**config.mk**
```make
export PLATFORM = sky130hd
export DESIGN_NAME = fetch_unit_flat
export DESIGN_NICKNAME = d
export VERILOG_FILES = /design/src/rtl/fetch_unit_if.sv /design/src/rtl/fetch_unit.sv /design/src/flat_wrapper.sv
export SDC_FILE = /design/constraint.sdc
export NUM_CORES = 1
export LEC_CHECK = 0
export ABC_AREA = 0
export CAP_MARGIN = 5
export CORE_AREA = 2 2 67 69
export DETAILED_ROUTE_END_ITERATION = 7
export DIE_AREA = 0 0 69 71
export DONT_BUFFER_PORTS = 1
export PLACE_DENSITY = 0.62
export SYNTH_ARGS = -nofsm -noshare
export SYNTH_HDL_FRONTEND = slang
export SYNTH_SLANG_ARGS = --single-unit
```
**constraint.sdc**
```tcl
create_clock -name i_Clk -period 3.4 [get_ports i_Clk]
set_input_delay 0.68 -clock i_Clk [delete_from_list [all_inputs] [get_ports i_Clk]]
set_output_delay 0.68 -clock i_Clk [all_outputs]
set_load 0.02 [all_outputs]
```
**src/rtl/fetch_unit_if.sv**
```systemverilog
// Fetch unit bus bundle: ROM request/response, decoder handshake and PC control.
//   master : fetch unit side (drives o_* signals)
//   slave  : environment side (ROM + decoder, drives i_* signals)
interface fetch_unit_if;
  logic        i_Run;
  logic [14:0] o_Rom_Addr;
  logic        o_Rom_Req;
  logic        i_Rom_Ack;
  logic [15:0] i_Rom_Data;
  logic [15:0] o_Instruction;
  logic        o_Instr_Valid;
  logic        i_Instr_Ready;
  logic        i_PC_Load;
  logic        i_PC_Inc;
  logic [14:0] i_Jump_Target;
  logic [14:0] o_PC;
  logic        o_Halted;

  modport master (
    input  i_Run, i_Rom_Ack, i_Rom_Data, i_Instr_Ready,
           i_PC_Load, i_PC_Inc, i_Jump_Target,
    output o_Rom_Addr, o_Rom_Req, o_Instruction, o_Instr_Valid,
           o_PC, o_Halted
  );

  modport slave (
    output i_Run, i_Rom_Ack, i_Rom_Data, i_Instr_Ready,
           i_PC_Load, i_PC_Inc, i_Jump_Target,
    input  o_Rom_Addr, o_Rom_Req, o_Instruction, o_Instr_Valid,
           o_PC, o_Halted
  );
endinterface

```
**src/rtl/fetch_unit.sv**
```systemverilog
// Instruction fetch unit: fetches 16-bit words from ROM at PC, holds the
// instruction for the decoder until consumed, then advances / jumps / refetches.
// Optional halt-loop detection under macro FETCH_HALT_DETECT_EN: a consumed
// self-jump parks the unit in HALT with o_Halted=1 until reset.
// Ports:
//   i_Clk   : system clock, rising edge
//   i_Rst_n : asynchronous active-low reset
//   bus     : fetch_unit_if.master (ROM port, decoder handshake, PC control)
module fetch_unit (
  input  logic         i_Clk,
  input  logic         i_Rst_n,
  fetch_unit_if.master bus
);

  typedef enum logic [1:0] {
    IDLE  = 2'd0,
    FETCH = 2'd1,
    HOLD  = 2'd2
`ifdef FETCH_HALT_DETECT_EN
    ,HALT = 2'd3
`endif
  } state_t;

  state_t      state;
  logic [14:0] pc;
  logic [15:0] instr;
  logic        instr_vld;
  logic        rom_req;
  logic        consume;
  logic [14:0] pc_next;
  logic        self_jump;

  // Decoder controls only matter on the consume cycle.
  assign consume   = (state == HOLD) && bus.i_Instr_Ready;
  assign self_jump = bus.i_PC_Load && (bus.i_Jump_Target == pc);

  always_comb begin
    pc_next = pc;
    if (bus.i_PC_Load)     pc_next = bus.i_Jump_Target;
    else if (bus.i_PC_Inc) pc_next = pc + 15'd1;   // 15-bit wrap is natural
  end

`ifdef FETCH_HALT_DETECT_EN
  logic halted;
`endif

  always_ff @(posedge i_Clk or negedge i_Rst_n) begin
    if (!i_Rst_n) begin
      state     <= IDLE;
      pc        <= '0;
      instr     <= '0;
      instr_vld <= 1'b0;
      rom_req   <= 1'b0;
`ifdef FETCH_HALT_DETECT_EN
      halted    <= 1'b0;
`endif
    end else begin
      case (state)
        IDLE: begin
          if (bus.i_Run) begin
            state   <= FETCH;
            rom_req <= 1'b1;
          end
        end
        FETCH: begin
          // i_Run is not looked at here: an issued request always completes.
          if (bus.i_Rom_Ack) begin
            instr     <= bus.i_Rom_Data;
            instr_vld <= 1'b1;
            rom_req   <= 1'b0;
            state     <= HOLD;
          end
        end
        HOLD: begin
          if (consume) begin
            instr_vld <= 1'b0;
            pc        <= pc_next;
`ifdef FETCH_HALT_DETECT_EN
            if (self_jump) begin
              state  <= HALT;
              halted <= 1'b1;
            end else
`endif
            if (bus.i_Run) begin
              state   <= FETCH;
              rom_req <= 1'b1;
            end else begin
              state   <= IDLE;
            end
          end
        end
`ifdef FETCH_HALT_DETECT_EN
        HALT: begin
          state <= HALT;
        end
`endif
        default: begin
          state     <= IDLE;
          instr_vld <= 1'b0;
          rom_req   <= 1'b0;
        end
      endcase
    end
  end

  assign bus.o_PC          = pc;
  assign bus.o_Rom_Addr    = pc;
  assign bus.o_Rom_Req     = rom_req;
  assign bus.o_Instruction = instr;
  assign bus.o_Instr_Valid = instr_vld;
`ifdef FETCH_HALT_DETECT_EN
  assign bus.o_Halted      = halted;
`else
  assign bus.o_Halted      = 1'b0;
  logic unused_self_jump;
  assign unused_self_jump  = self_jump;
`endif

endmodule

```
**src/flat_wrapper.sv**
```systemverilog
// flat-port wrapper written by rule: the top's interface ports become plain ports
module fetch_unit_flat 
  (i_Clk, i_Rst_n, bus_i_Run, bus_i_Rom_Ack, bus_i_Rom_Data, bus_i_Instr_Ready, bus_i_PC_Load, bus_i_PC_Inc, bus_i_Jump_Target, bus_o_Rom_Addr, bus_o_Rom_Req, bus_o_Instruction, bus_o_Instr_Valid, bus_o_PC, bus_o_Halted);
  fetch_unit_if bus_i ();
  input  logic i_Clk;
  input  logic i_Rst_n;
  input wire logic [$bits(bus_i.i_Run)-1:0] bus_i_Run;
  input wire logic [$bits(bus_i.i_Rom_Ack)-1:0] bus_i_Rom_Ack;
  input wire logic [$bits(bus_i.i_Rom_Data)-1:0] bus_i_Rom_Data;
  input wire logic [$bits(bus_i.i_Instr_Ready)-1:0] bus_i_Instr_Ready;
  input wire logic [$bits(bus_i.i_PC_Load)-1:0] bus_i_PC_Load;
  input wire logic [$bits(bus_i.i_PC_Inc)-1:0] bus_i_PC_Inc;
  input wire logic [$bits(bus_i.i_Jump_Target)-1:0] bus_i_Jump_Target;
  output wire logic [$bits(bus_i.o_Rom_Addr)-1:0] bus_o_Rom_Addr;
  output wire logic [$bits(bus_i.o_Rom_Req)-1:0] bus_o_Rom_Req;
  output wire logic [$bits(bus_i.o_Instruction)-1:0] bus_o_Instruction;
  output wire logic [$bits(bus_i.o_Instr_Valid)-1:0] bus_o_Instr_Valid;
  output wire logic [$bits(bus_i.o_PC)-1:0] bus_o_PC;
  output wire logic [$bits(bus_i.o_Halted)-1:0] bus_o_Halted;
  assign bus_i.i_Run = bus_i_Run;
  assign bus_i.i_Rom_Ack = bus_i_Rom_Ack;
  assign bus_i.i_Rom_Data = bus_i_Rom_Data;
  assign bus_i.i_Instr_Ready = bus_i_Instr_Ready;
  assign bus_i.i_PC_Load = bus_i_PC_Load;
  assign bus_i.i_PC_Inc = bus_i_PC_Inc;
  assign bus_i.i_Jump_Target = bus_i_Jump_Target;
  assign bus_o_Rom_Addr = bus_i.o_Rom_Addr;
  assign bus_o_Rom_Req = bus_i.o_Rom_Req;
  assign bus_o_Instruction = bus_i.o_Instruction;
  assign bus_o_Instr_Valid = bus_i.o_Instr_Valid;
  assign bus_o_PC = bus_i.o_PC;
  assign bus_o_Halted = bus_i.o_Halted;
  fetch_unit u_core (.i_Clk(i_Clk), .i_Rst_n(i_Rst_n), .bus(bus_i));
endmodule
```
==> flow_summary_export.csv <==
group,metric,value,unit
timing,finalSetupTns,0,ns
clocking,clkLatencyLatePin,0.28,ns
placement,dp_hpwl,2840,um
floorplan,row_count,24,
floorplan,die_h,71,um
clocking,postCtsHoldBufs,0,
setup_path,cp-start-kind,"flop",
synthesis,ys_seq_elements,35,
clocking,ctsResizeCount,0,
pwr,p_sw,0.839,mW
synthesis,synth_area_leaders,"dfrtp_1 48%, mux2_2 9.8%, buf_4 6.5%",
floorplan,start_util,43.7,%
synthesis,synth_top_family_by_area,"simple AND/OR/NAND/NOR gates",
route,wire_per_inst,18.0,um
setup_path,arrival,2.20,ns
global_routing,antenna_found_initial,0,
global_routing,grt_max_degree,36,
timing,tightest_slew,0.787,ns
flow_run,max_cap_viol_count,0,
placement,post-place-ws,1.37,ns
floorplan,core-area,4200,um2
synthesis,synth_compound_area_share,14.3,%
pwr,cell_internal_pwr,0.980,mW
global_routing,track_usage,16.1,%
global_routing,grt_pass1_wl,6320,um
clocking,postCtsSetupRepairBufs,0,
cells_and_area,final_util,44.2,%
pwr,p_sw_share,46.1,%
floorplan,die_w,69,um
timing,setup_viol,0,
synthesis,postSynthAreaPerCell,10.2,um2
cells_and_area,postLayoutCellArea,1860,um2
min_path,hold_path_class,"in2async",
synthesis,synthMuxAreaShare,11.4,%
timing,slew_viol_final,0,
synthesis,syn_area,1840,um2
route,dr.first_iter.drc_count,65,
pwr,peakVddDrop,0.399,mV
cells_and_area,final-instance-count-excl-fill,218,
route,ant_nets,0,
floorplan,die-area,4900,um2
pwr,seqPwrFrac,63.2,%
pwr,p_leak,0.744,nW
setup_path,cp_max_fo,7,
pwr,powerDensity,979,nW/um2
route,dr.pass1.iters,4,
global_routing,grt_overflow,0,
placement,dpl_cell_area,1760,um2
clocking,ctsLongestPathBuffers,2,
synthesis,synth_top_area_share,47.7,%
synthesis,yosysSeqAreaShare,47.7,%
timing,setup_slack,1.37,ns
clocking,cts_tree,"done",
setup_path,slowest_stage,"dfrtp_1",
timing,hold_violations,0,
route,drc,0,
route,drt-total-wl,3930,um
cells_and_area,diodes,0,
pwr,p_comb_share,18.9,%
synthesis,synthCells,180,
cells_and_area,final_nets,204,
clocking,cts_root_buffer,"clkbuf_8",
pwr,clkPwrFrac,18.0,%
timing,fmax,493,MHz
clocking,clkSlewWorstSetupHoldPaths,0.07,ns
global_routing,first_global_vias,1335,
setup_path,max_stage_delay,0.68,ns
timing,post-route-period-util,59.7,%
clocking,cts.sinks,35,
timing,clock_skew,0.00918,ns
synthesis,ys_types,38,
synthesis,ys.warnings.count,0,
placement,dp_cells,210,
synthesis,synth-adder-area-share,0.681,%
synthesis,synth_area_leader_cell,"dfrtp_1",
setup_path,cp.required,3.57,ns
cells_and_area,fillers,438,
clocking,cts_made_buffers,5,
synthesis,synth-xor-area-share,0,%
timing,fin_hold_ws,0.0812,ns
setup_path,worstPathCellList,"ha_1 > nand3_1 > nor4_1 > and4_1 > nor3_1",
route,viasPerCell,6.22,
synthesis,syn-num-nets,219,
floorplan,boundaryPins,87,
placement,place.gp.congestion,0.795,
setup_path,criticalPathCategory,"reg2reg",
run_status,status,"finished, final reports clean",
timing,min_period,2.03,ns
timing,relSlewSlack,47.4,%
clocking,htree_levels,2,
placement,portBuffers,0,
setup_path,cp-end-kind,"flop",
pwr,total_power,1.82,mW
cells_and_area,drive_gt1_share,19.3,%
synthesis,synthSimpleGateAreaFrac,16.7,%
route,vias,1355,
timing,rsz0062_at_grt,"false",
cells_and_area,area_delta_synth_final,1.23,%
cell type report:
class | count | area, um2 | share of cell area [%]
clock buffer | 8 | 100 | 5.38
inverter | 4 | 15.0 | 0.808
multi-input combinational | 118 | 796 | 42.8
sequential | 35 | 876 | 47.1
tap | 52 | 65.1 | 3.50
timing repair buffer | 1 | 7.51 | 0.404
cells in the mapped netlist:
master / number
nand4_1: 2
and4_1: 4
nand3_2: 1
nor3b_1: 1
o22ai_1: 4
nand2_1: 12
a2bb2oi_1: 2
nor3_1: 8
or3_1: 1
buf_2: 3
a32oi_1: 1
and4_2: 1
a22oi_1: 1
nor2b_1: 1
mux2_2: 16
and3_2: 1
mux2i_1: 3
clkbuf_1: 4
nand3b_1: 1
inv_1: 3
a211oi_1: 1
or4_4: 1
a31o_2: 1
a21oi_1: 15
nand3_1: 5
conb_1: 1
o21ai_0: 12
dfrtp_1: 35
nor4_1: 3
o32ai_1: 5
a21oi_2: 1
nand4_2: 1
clkinv_1: 1
buf_4: 16
and3_1: 1
ha_1: 1
nor2_1: 9
or3_4: 1
registers in the layout, indices dropped and copies added (netlist names):
register	flops
u_core.bus.o_Instruction	16
u_core.bus.o_PC	15
u_core.state	2
u_core.bus.o_Instr_Valid	1
u_core.bus.o_Rom_Req	1
cells by family after synthesis:
kind of cell,after synthesis
mux,19
flops,35
simple gates,54
buf+inv,27
fa+ha+maj,1
compound gates,43
other cells,1
worst paths after layout:
check / from / to / slack, ns / depth (start not counted)
worst max-delay path: u_core.bus.o_PC[0] / u_core.bus.o_PC[14] / 1.37 / 5
worst min-delay path: i_Rst_n / u_core.bus.o_PC[5] / 0.08 / 0
worst min register to register: u_core.state[1] / u_core.bus.o_Instr_Valid / 0.57 / 1
worst max register to register: u_core.bus.o_PC[0] / u_core.bus.o_PC[14] / 1.37 / 5
max in group asynchronous: i_Rst_n / u_core.bus.o_Instruction[9] / 3.22 / 0
min in group i_Clk: bus_i_Instr_Ready / u_core.state[0] / 0.53 / 2
power by group through the flow:
stage	registers, mW	clock network, mW	logic, mW
2_1_floorplan	0.993	0	0.505
3_3_place_gp	1.15	0	0.329
3_5_place_dp	1.16	0	0.349
4_1_cts	1.15	0.341	0.348
5_1_grt	1.19	0.358	0.393
6_report	1.15	0.327	0.343
placed cells by master (no fill, tap or decap), types with 3 or more instances in the layout:
master,count
nand3_1,5
o21ai_0,12
nor3_1,8
inv_1,3
nor2_1,9
and4_1,4
clkbuf_8,7
dfrtp_1,35
nand2_1,12
mux2i_1,3
o22ai_1,4
a21oi_1,15
o32ai_1,5
nor4_1,3
mux2_2,16
critical path: cells and delay by family (launching register included):
family                     cells  cell delay [ns]
and+or+nand+nor                4             0.92
adders and majority gates      1             0.30
DFF                            1             0.68
per-layer routing:
metal | GRT usage, % | vias to the layer above | part of all wire, %
li1 | - | 615 | -
met5 | 0 | - | 0
met2 | 28.2 | 75 | 51
met1 | 17.7 | 661 | 38
met4 | 4.58 | 0 | 0.79
met3 | 7.41 | 4 | 10
Power figures use the tool's default switching activity.
